$ cat config.mk
export PLATFORM = sky130hd
export DESIGN_NAME = sp_wb8_target
export DESIGN_NICKNAME = d
export VERILOG_FILES = /design/src/rtl/sp_wb8_target.sv
export SDC_FILE = /design/constraint.sdc
export NUM_CORES = 2
export LEC_CHECK = 0
export BUFFER_PORTS_ARGS = -buffer_cell sky130_fd_sc_hd__buf_2
export CAP_MARGIN = 10
export CORE_ASPECT_RATIO = 1.1
export CORE_MARGIN = 2
export CORE_UTILIZATION = 63
export CTS_BUF_LIST = sky130_fd_sc_hd__clkbuf_16
export CTS_CLUSTER_SIZE = 12
export DETAILED_ROUTE_END_ITERATION = 16
export PLACE_DENSITY = 0.85
export SLEW_MARGIN = 30
export SYNTH_ARGS = -nofsm -noshare
export SYNTH_HDL_FRONTEND = slang
export SYNTH_SLANG_ARGS = --single-unit
$ cat constraint.sdc
create_clock -name clk -period 5.85 [get_ports clk]
set_clock_uncertainty 0.15 [all_clocks]
set_input_delay 1.4625 -clock clk [delete_from_list [all_inputs] [get_ports clk]]
set_output_delay 1.4625 -clock clk [all_outputs]
set_load 0.05 [all_outputs]
$ cat src/rtl/sp_wb8_target.sv
// ---------------------------------------------------------------------------
// sp_wb8_target
//
// Byte-wide Wishbone responder at the far end of the SP 32->8 bridge. Each
// 32-bit access arrives as four byte cycles on lanes 00..11 (big-endian,
// lane 00 = bits [0:7]). Write bytes are gathered in a staging word and
// committed to the register file atomically on lane 11. A read of lane 00
// snapshots the addressed word so that lanes 01..11 return a coherent word
// even if the host side rewrites it mid-access. A word-wide host port shares
// the same register file.
//
// Parameters
//   WORD_AW      word address width, register file holds 2**WORD_AW words
//   WAIT_STATES  extra cycles before each wb_ack_o (0..15)
//
// Configuration macro
//   WB8_TARGET_COMMIT_IRQ_EN  when defined, irq_o is a sticky commit
//                             interrupt cleared by irq_clr; otherwise irq_o
//                             is tied low and irq_clr is ignored.
//
// Ports
//   clk, reset_n                 clock, asynchronous active-low reset
//   wb_adr_i [0:23]              byte address: [22:23] lane, word index above
//   wb_dat_i / wb_dat_o [0:7]    write byte / read byte (valid with ack)
//   wb_we_i, wb_sel_i, wb_stb_i, wb_cyc_i, wb_ack_o   Wishbone handshake
//   host_adr, host_we, host_wdata, host_rdata        host word port
//   commit_o, commit_adr_o       commit pulse and word index of last commit
//   collision_o                  host write lost to a same-word bus commit
//   irq_o, irq_clr               sticky commit interrupt and its clear
// ---------------------------------------------------------------------------
module sp_wb8_target #(
    parameter int WORD_AW     = 4,
    parameter int WAIT_STATES = 0
) (
    input  logic               clk,
    input  logic               reset_n,
    input  logic [0:23]        wb_adr_i,
    input  logic [0:7]         wb_dat_i,
    output logic [0:7]         wb_dat_o,
    input  logic               wb_we_i,
    input  logic [0:0]         wb_sel_i,
    input  logic               wb_stb_i,
    input  logic               wb_cyc_i,
    output logic               wb_ack_o,
    input  logic [WORD_AW-1:0] host_adr,
    input  logic               host_we,
    input  logic [0:31]        host_wdata,
    output logic [0:31]        host_rdata,
    output logic               commit_o,
    output logic [WORD_AW-1:0] commit_adr_o,
    output logic               collision_o,
    output logic               irq_o,
    input  logic               irq_clr
);

    localparam int         NWORDS  = 2 ** WORD_AW;
    localparam logic [3:0] WS_LOAD = 4'((WAIT_STATES > 0) ? WAIT_STATES - 1 : 0);

    typedef enum logic [1:0] {
        S_IDLE = 2'd0,
        S_WAIT = 2'd1,
        S_ACK  = 2'd2
    } state_t;

    state_t     r_state;
    state_t     w_state_next;
    logic [3:0] r_wait_cnt;
    logic [3:0] w_wait_cnt_next;
    logic       w_go;           // access completes at this edge (entering ACK)
    logic       w_req;

    // Address phase captured while IDLE
    logic [1:0]         r_lane;
    logic [WORD_AW-1:0] r_word;
    logic [0:7]         r_dat;
    logic               r_we;
    logic               r_sel;

    // Effective address phase: live bus while IDLE (zero-wait case completes
    // straight out of IDLE), captured copy once waiting.
    logic               w_in_idle;
    logic [1:0]         w_lane;
    logic [WORD_AW-1:0] w_word;
    logic [0:7]         w_dat;
    logic               w_we;
    logic               w_sel;

    logic               w_wr_go;
    logic               w_rd_go;
    logic               w_commit;

    logic [0:31]        r_stage;
    logic [0:3]         r_mask;
    logic [0:31]        w_stage_upd;
    logic [0:3]         w_mask_upd;

    logic [0:31]        w_regfile [NWORDS];
    logic [0:31]        w_live;
    logic [0:31]        w_rd_src;

    logic [0:31]        r_snap;
    logic               r_snap_valid;
    logic [WORD_AW-1:0] r_snap_tag;

    logic [0:7]         r_dat_o;
    logic               r_commit;
    logic [WORD_AW-1:0] r_commit_adr;
    logic               r_collision;

    assign w_req = wb_cyc_i & wb_stb_i;

    // ---------------- FSM: state register ----------------
    always_ff @(posedge clk or negedge reset_n) begin
        if (!reset_n) begin
            r_state    <= S_IDLE;
            r_wait_cnt <= 4'd0;
        end else begin
            r_state    <= w_state_next;
            r_wait_cnt <= w_wait_cnt_next;
        end
    end

    // ---------------- FSM: next state ----------------
    always_comb begin
        w_state_next    = r_state;
        w_wait_cnt_next = r_wait_cnt;
        w_go            = 1'b0;
        unique case (r_state)
            S_IDLE: begin
                if (w_req) begin
                    if (WAIT_STATES == 0) begin
                        w_state_next = S_ACK;
                        w_go         = 1'b1;
                    end else begin
                        w_state_next    = S_WAIT;
                        w_wait_cnt_next = WS_LOAD;
                    end
                end
            end
            S_WAIT: begin
                // Initiator abandoning the access returns us to IDLE silently.
                if (!w_req) begin
                    w_state_next = S_IDLE;
                end else if (r_wait_cnt == 4'd0) begin
                    w_state_next = S_ACK;
                    w_go         = 1'b1;
                end else begin
                    w_wait_cnt_next = r_wait_cnt - 4'd1;
                end
            end
            S_ACK:   w_state_next = S_IDLE;
            default: w_state_next = S_IDLE;
        endcase
    end

    // ---------------- FSM: outputs ----------------
    always_comb begin
        wb_ack_o = (r_state == S_ACK);
    end

    // ---------------- Address phase capture ----------------
    always_ff @(posedge clk or negedge reset_n) begin
        if (!reset_n) begin
            r_lane <= 2'd0;
            r_word <= '0;
            r_dat  <= '0;
            r_we   <= 1'b0;
            r_sel  <= 1'b0;
        end else if (r_state == S_IDLE) begin
            r_lane <= wb_adr_i[22:23];
            r_word <= wb_adr_i[22-WORD_AW:21];
            r_dat  <= wb_dat_i;
            r_we   <= wb_we_i;
            r_sel  <= wb_sel_i[0];
        end
    end

    assign w_in_idle = (r_state == S_IDLE);
    assign w_lane    = w_in_idle ? wb_adr_i[22:23]          : r_lane;
    assign w_word    = w_in_idle ? wb_adr_i[22-WORD_AW:21]  : r_word;
    assign w_dat     = w_in_idle ? wb_dat_i                 : r_dat;
    assign w_we      = w_in_idle ? wb_we_i                  : r_we;
    assign w_sel     = w_in_idle ? wb_sel_i[0]              : r_sel;

    assign w_wr_go  = w_go & w_we;
    assign w_rd_go  = w_go & ~w_we;
    assign w_commit = w_wr_go & (w_lane == 2'd3);

    // ---------------- Write staging ----------------
    // Lane 00 opens a fresh word, so it starts from an empty mask.
    always_comb begin
        w_stage_upd = r_stage;
        w_stage_upd[{w_lane, 3'b000} +: 8] = w_dat;
        w_mask_upd = (w_lane == 2'd0) ? 4'b0000 : r_mask;
        w_mask_upd[w_lane] = w_sel;
    end

    always_ff @(posedge clk or negedge reset_n) begin
        if (!reset_n) begin
            r_stage <= '0;
            r_mask  <= '0;
        end else if (w_wr_go) begin
            r_stage <= w_stage_upd;
            r_mask  <= w_mask_upd;
        end else if (!wb_cyc_i) begin
            // Cycle ended without a lane-11 commit: discard the partial word.
            r_mask  <= '0;
        end
    end

    // ---------------- Register file ----------------
    // A bus commit to a word takes priority over a host write to that word.
    for (genvar gi = 0; gi < NWORDS; gi++) begin : g_word
        logic [0:31] r_word_q;
        logic        w_bus_hit;
        logic        w_host_hit;

        assign w_bus_hit  = w_commit && (w_word == WORD_AW'(gi));
        assign w_host_hit = host_we && (host_adr == WORD_AW'(gi));

        always_ff @(posedge clk or negedge reset_n) begin
            if (!reset_n) begin
                r_word_q <= '0;
            end else if (w_bus_hit) begin
                for (int b = 0; b < 4; b++) begin
                    if (w_mask_upd[b]) begin
                        r_word_q[8*b +: 8] <= w_stage_upd[8*b +: 8];
                    end
                end
            end else if (w_host_hit) begin
                r_word_q <= host_wdata;
            end
        end

        assign w_regfile[gi] = r_word_q;
    end

    assign w_live     = w_regfile[w_word];
    assign host_rdata = w_regfile[host_adr];

    // ---------------- Read path ----------------
    // Lane 00 always reads live and snapshots that same value; later lanes
    // use the snapshot only if it belongs to the word being read.
    assign w_rd_src = ((w_lane != 2'd0) && r_snap_valid && (r_snap_tag == w_word))
                      ? r_snap : w_live;

    always_ff @(posedge clk or negedge reset_n) begin
        if (!reset_n) begin
            r_snap       <= '0;
            r_snap_valid <= 1'b0;
            r_snap_tag   <= '0;
            r_dat_o      <= '0;
        end else begin
            if (w_rd_go && (w_lane == 2'd0)) begin
                r_snap       <= w_live;
                r_snap_valid <= 1'b1;
                r_snap_tag   <= w_word;
            end
            if (w_go) begin
                r_dat_o <= w_we ? 8'h00 : w_rd_src[{w_lane, 3'b000} +: 8];
            end
        end
    end

    // ---------------- Commit / collision flags ----------------
    always_ff @(posedge clk or negedge reset_n) begin
        if (!reset_n) begin
            r_commit     <= 1'b0;
            r_commit_adr <= '0;
            r_collision  <= 1'b0;
        end else begin
            r_commit    <= w_commit;
            r_collision <= w_commit && host_we && (host_adr == w_word);
            if (w_commit) begin
                r_commit_adr <= w_word;
            end
        end
    end

    assign wb_dat_o     = r_dat_o;
    assign commit_o     = r_commit;
    assign commit_adr_o = r_commit_adr;
    assign collision_o  = r_collision;

    // ---------------- Optional commit interrupt ----------------
`ifdef WB8_TARGET_COMMIT_IRQ_EN
    logic r_irq;
    logic w_unused;

    // Set on the cycle after commit_o; a simultaneous clear loses.
    always_ff @(posedge clk or negedge reset_n) begin
        if (!reset_n) begin
            r_irq <= 1'b0;
        end else if (r_commit) begin
            r_irq <= 1'b1;
        end else if (irq_clr) begin
            r_irq <= 1'b0;
        end
    end

    assign irq_o    = r_irq;
    assign w_unused = ^wb_adr_i;
`else
    logic w_unused;

    assign irq_o    = 1'b0;
    assign w_unused = ^{wb_adr_i, irq_clr};
`endif

endmodule

==> out/qor_table.md <==
| Item | Reported |
|:---|:---|
| Status | complete, no violations |
| Worst setup SP type | input pin |
| Count of boundary I/O pins | 124 |
| Worst IR drop on VDD | 202.8 uV |
| Worst setup timing slack at the placement stage | 0.5114 ns |
| Final HPWL from detailed placement | 74.89 mm |
| DR WL met3 | 18.72 mm |
| Root cell of the clock tree | sky130_fd_sc_hd__clkbuf_16 |
| Overall power | 0.01396 W |
| Total cell area at the placement stage | 37620 um2 |
| Count of hold buffers inserted by post-cts repair | 0 |
| Worst setup slack after layout | 0.4882 ns |
| GRT Residual Overflow | 0 |
| Count of input and output buffers | 103 |
| Layout Nets | 3967 |
| Die Area | 60050 um2 |
| DRC violation count after routing | 0 |
| TritonCTS buffer count | 66 |
| Total routed wirelength | 126.1 mm |
| Primary flip-flop cell chosen by synthesis mapping | sky130_fd_sc_hd__dfrtp_1 |
| Mean post-synth cell area | 9.202 um2 |
| Die boundary width | 233.8 um |
| Global-route wire length before repair | 190.9 mm |
| Buffers from clock root to sink, at most | 3 |
| Slew at the pin closest to its max-slew limit | 1.133 ns |
| Kind of capture point of the worst setup path | primary output |
| Number of synthesized flops with an enable pin | 0 |
| Final ANT Viol Nets | 0 |
| Gate count of the mapped netlist | 3978 |
| Share of synthesized registers carrying an async set or reset | 100.0% |
| Post-route cell area | 39660 um2 |
| Sink count of the clock tree | 607 |
| Worst Hold Class | reg2reg |
| Count of different cell masters after synthesis | 55 |
| Kind of critical path | in2out |
| Number of endpoints with negative hold slack in the final report | 0 |
| P_leak | 17.21 nW |
| Std-Cell Core Area | 57330 um2 |
| Clock period minus final worst setup slack | 5.362 ns |
| Slew Viols, Final | 0 |
| Portion of the post-synthesis area used by sequential elements | 41.50% |
| Starting density of the core | 63.85% |
| H-tree depth | 3 |
| Antenna violations before repair | 8 |
| Finish-stage setup viols | 0 |
| Top fanout value on the critical path | 63 |
| Placer Congestion | 0.9633 |
| P per Cell Area | 351.9 nW/um2 |
| Number of gates resized after CTS | 0 |
| Post-synthesis instance area | 36600 um2 |
| Vias post-DR | 33490 |
| Combined global-route utilization of all metal layers | 42.28% |
| Die span in y | 256.8 um |
| Flop and latch count out of synthesis | 607 |
| Setup repair after global routing missed its margin | false |
| Via count normalized by instance count | 7.142 |
| Number of search-and-repair iterations in the first detailed-routing pass | 9 |
| Clock transition at path regs | 0.06 ns |
| Post-detailed-route wirelength per cell | 26.89 um |
| M1 wire length | 41.00 mm |
| Post-CTS Setup Bufs | 0 |
| Vias in the first global route | 33000 |
| Number of DRC markers in iteration 0 | 5073 |
| Highest signal layer in the routed design | met5 |
| # Max-Cap Violations | 0 |
| CP required | 4.24 ns |
| Data arrival time of the critical path | 3.75 ns |
| Fraction of final layout cells with drive strength greater than 1 | 17.21% |
| Maximum number of pins on one net before global-route repair | 121 |
| Total number of placement rows | 92 |
| Highest Clock Rate | 186.5 MHz |
| Final-layout setup total negative slack | 0 ns |
| Number of warnings issued by yosys | 0 |
| Share of the clock period used by the worst path after layout | 91.66% |
| Worst slew margin relative to its limit | 23.00% |
| Clk_lat worst skew | 0.63 ns |
| Net count after synthesis | 4054 |
| Clock tree from TritonCTS | yes |
| Synthesis-to-layout area growth | 8.354% |
| Routed length on met2 | 54.10 mm |
## synthesized netlist by cell type (3+ instances only)
master / number / share of area (%)
sky130_fd_sc_hd__mux2_2: 14 / 0.43
sky130_fd_sc_hd__nand4_2: 11 / 0.38
sky130_fd_sc_hd__and2_1: 3 / 0.051
sky130_fd_sc_hd__nor3_1: 3 / 0.041
sky130_fd_sc_hd__nand4_4: 3 / 0.17
sky130_fd_sc_hd__mux2i_2: 6 / 0.23
sky130_fd_sc_hd__o21ai_2: 36 / 0.86
sky130_fd_sc_hd__nand3_1: 80 / 1.1
sky130_fd_sc_hd__o41ai_2: 3 / 0.13
sky130_fd_sc_hd__xnor2_1: 8 / 0.19
sky130_fd_sc_hd__or2_2: 6 / 0.10
sky130_fd_sc_hd__a211oi_1: 9 / 0.18
sky130_fd_sc_hd__and3_1: 16 / 0.27
sky130_fd_sc_hd__buf_4: 15 / 0.31
sky130_fd_sc_hd__inv_2: 4 / 0.041
sky130_fd_sc_hd__nand4_1: 4 / 0.068
sky130_fd_sc_hd__a311oi_1: 10 / 0.24
sky130_fd_sc_hd__mux2i_4: 5 / 0.31
sky130_fd_sc_hd__buf_6: 8 / 0.25
sky130_fd_sc_hd__nand2_1: 300 / 3.1
sky130_fd_sc_hd__buf_1: 36 / 0.37
sky130_fd_sc_hd__a21oi_1: 868 / 12
sky130_fd_sc_hd__o221ai_1: 5 / 0.12
sky130_fd_sc_hd__a22oi_1: 30 / 0.62
sky130_fd_sc_hd__a221oi_2: 5 / 0.21
sky130_fd_sc_hd__o21ai_0: 110 / 1.5
sky130_fd_sc_hd__a21oi_2: 23 / 0.55
sky130_fd_sc_hd__o21ai_1: 22 / 0.30
sky130_fd_sc_hd__dfrtp_1: 607 / 41
sky130_fd_sc_hd__mux2i_1: 229 / 6.3
sky130_fd_sc_hd__a32oi_1: 21 / 0.50
sky130_fd_sc_hd__clkbuf_1: 168 / 1.7
sky130_fd_sc_hd__inv_1: 12 / 0.12
sky130_fd_sc_hd__a21o_1: 10 / 0.21
sky130_fd_sc_hd__o31ai_1: 5 / 0.10
sky130_fd_sc_hd__nor2_2: 4 / 0.068
sky130_fd_sc_hd__buf_2: 160 / 2.2
sky130_fd_sc_hd__nor2_1: 873 / 9.0
sky130_fd_sc_hd__mux4_2: 225 / 14
## cells in the final DEF, fill, tap and decap left out, types with 16 or more instances in the layout
| master | instances |
|---|---|
| sky130_fd_sc_hd__buf_4 | 116 |
| sky130_fd_sc_hd__o21ai_0 | 109 |
| sky130_fd_sc_hd__nand3_1 | 79 |
| sky130_fd_sc_hd__and3_1 | 16 |
| sky130_fd_sc_hd__nor2_1 | 873 |
| sky130_fd_sc_hd__a21oi_2 | 24 |
| sky130_fd_sc_hd__a21oi_1 | 867 |
| sky130_fd_sc_hd__mux2i_1 | 226 |
| sky130_fd_sc_hd__mux4_2 | 225 |
| sky130_fd_sc_hd__dfrtp_1 | 607 |
| sky130_fd_sc_hd__a22oi_1 | 30 |
| sky130_fd_sc_hd__nand2_1 | 300 |
| sky130_fd_sc_hd__inv_1 | 28 |
| sky130_fd_sc_hd__buf_2 | 99 |
| sky130_fd_sc_hd__a32oi_1 | 21 |
| sky130_fd_sc_hd__o21ai_1 | 23 |
| sky130_fd_sc_hd__clkbuf_16 | 69 |
| sky130_fd_sc_hd__o21ai_2 | 27 |
## state kept, by name (all words and copies together), names as in the netlist, 4 cells and up
| signal | flops |
|---|---|
| g_word.r_word_q | 512 |
| r_stage | 32 |
| r_snap | 24 |
| r_dat | 8 |
| wb_dat_o | 8 |
| commit_adr_o | 4 |
| r_mask | 4 |
| r_snap_tag | 4 |
| r_word | 4 |
## path summary, 6_finish.rpt
path	cells after the start	endpoint	start	slack (ns)
max in group asynchronous	2	g_word[0].r_word_q[15]	reset_n	3.58
min in group asynchronous	1	g_word[9].r_word_q[21]	reset_n	0.71
setup reg to reg	8	g_word[14].r_word_q[27]	r_state[1]	1.01
setup / recovery	5	host_rdata[19]	host_adr[0]	0.49
hold / removal	1	r_snap_valid	r_snap_valid	0.33
hold reg to reg	1	r_snap_valid	r_snap_valid	0.33
## layer usage
metal	up-vias	global-route usage [%]
li1	13930	-
met1	15760	52.22
met2	2888	60.55
met3	910	14.28
met4	2	33.70
met5	-	0
## final cells by class
type	count	area, um2
diodes	9	22.52
clock buffers	69	1727
clock inverters	36	206.4
fillers	4064	17660
inverters	18	80.08
multi-input cells	2966	19810
flip-flops and latches	607	15190
well taps	752	940.9
repair buffers	232	1688
## per-stage QoR
step / utilization (%) / hold slack [ns] / instances
2_1_floorplan: - / 0.2843 / 3978
3_3_place_gp: 65.60 / 0.2981 / 4575
3_5_place_dp: 65.63 / 0.3032 / 4575
4_1_cts: 69.00 / 0.3203 / 4680
5_1_grt: 69.17 / 0.3313 / 4685
6_report: 69.19 / 0.3257 / 4689
## power by group
group | switching, W | internal [W]
clock network | 0.00175 | 0.00220
registers | 0.000797 | 0.00520
logic | 0.00235 | 0.00166
## critical path: stages
cell                     delay (ns)
sky130_fd_sc_hd__buf_8         0.59
sky130_fd_sc_hd__buf_4         0.33
sky130_fd_sc_hd__mux4_2        0.51
sky130_fd_sc_hd__mux4_2        0.54
sky130_fd_sc_hd__buf_2         0.24
## kinds of logic after synthesis
family / after synthesis / synth area share, %
simple gates: 1316 / 14.64
compound gates: 1160 / 17.50
flops: 607 / 41.50
mux: 481 / 21.13
buf+inv: 405 / 5.032
xor+xnor: 8 / 0.1914
other cells: 1 / 0.01024
No activity file was read; power rests on OpenSTA's default activity.
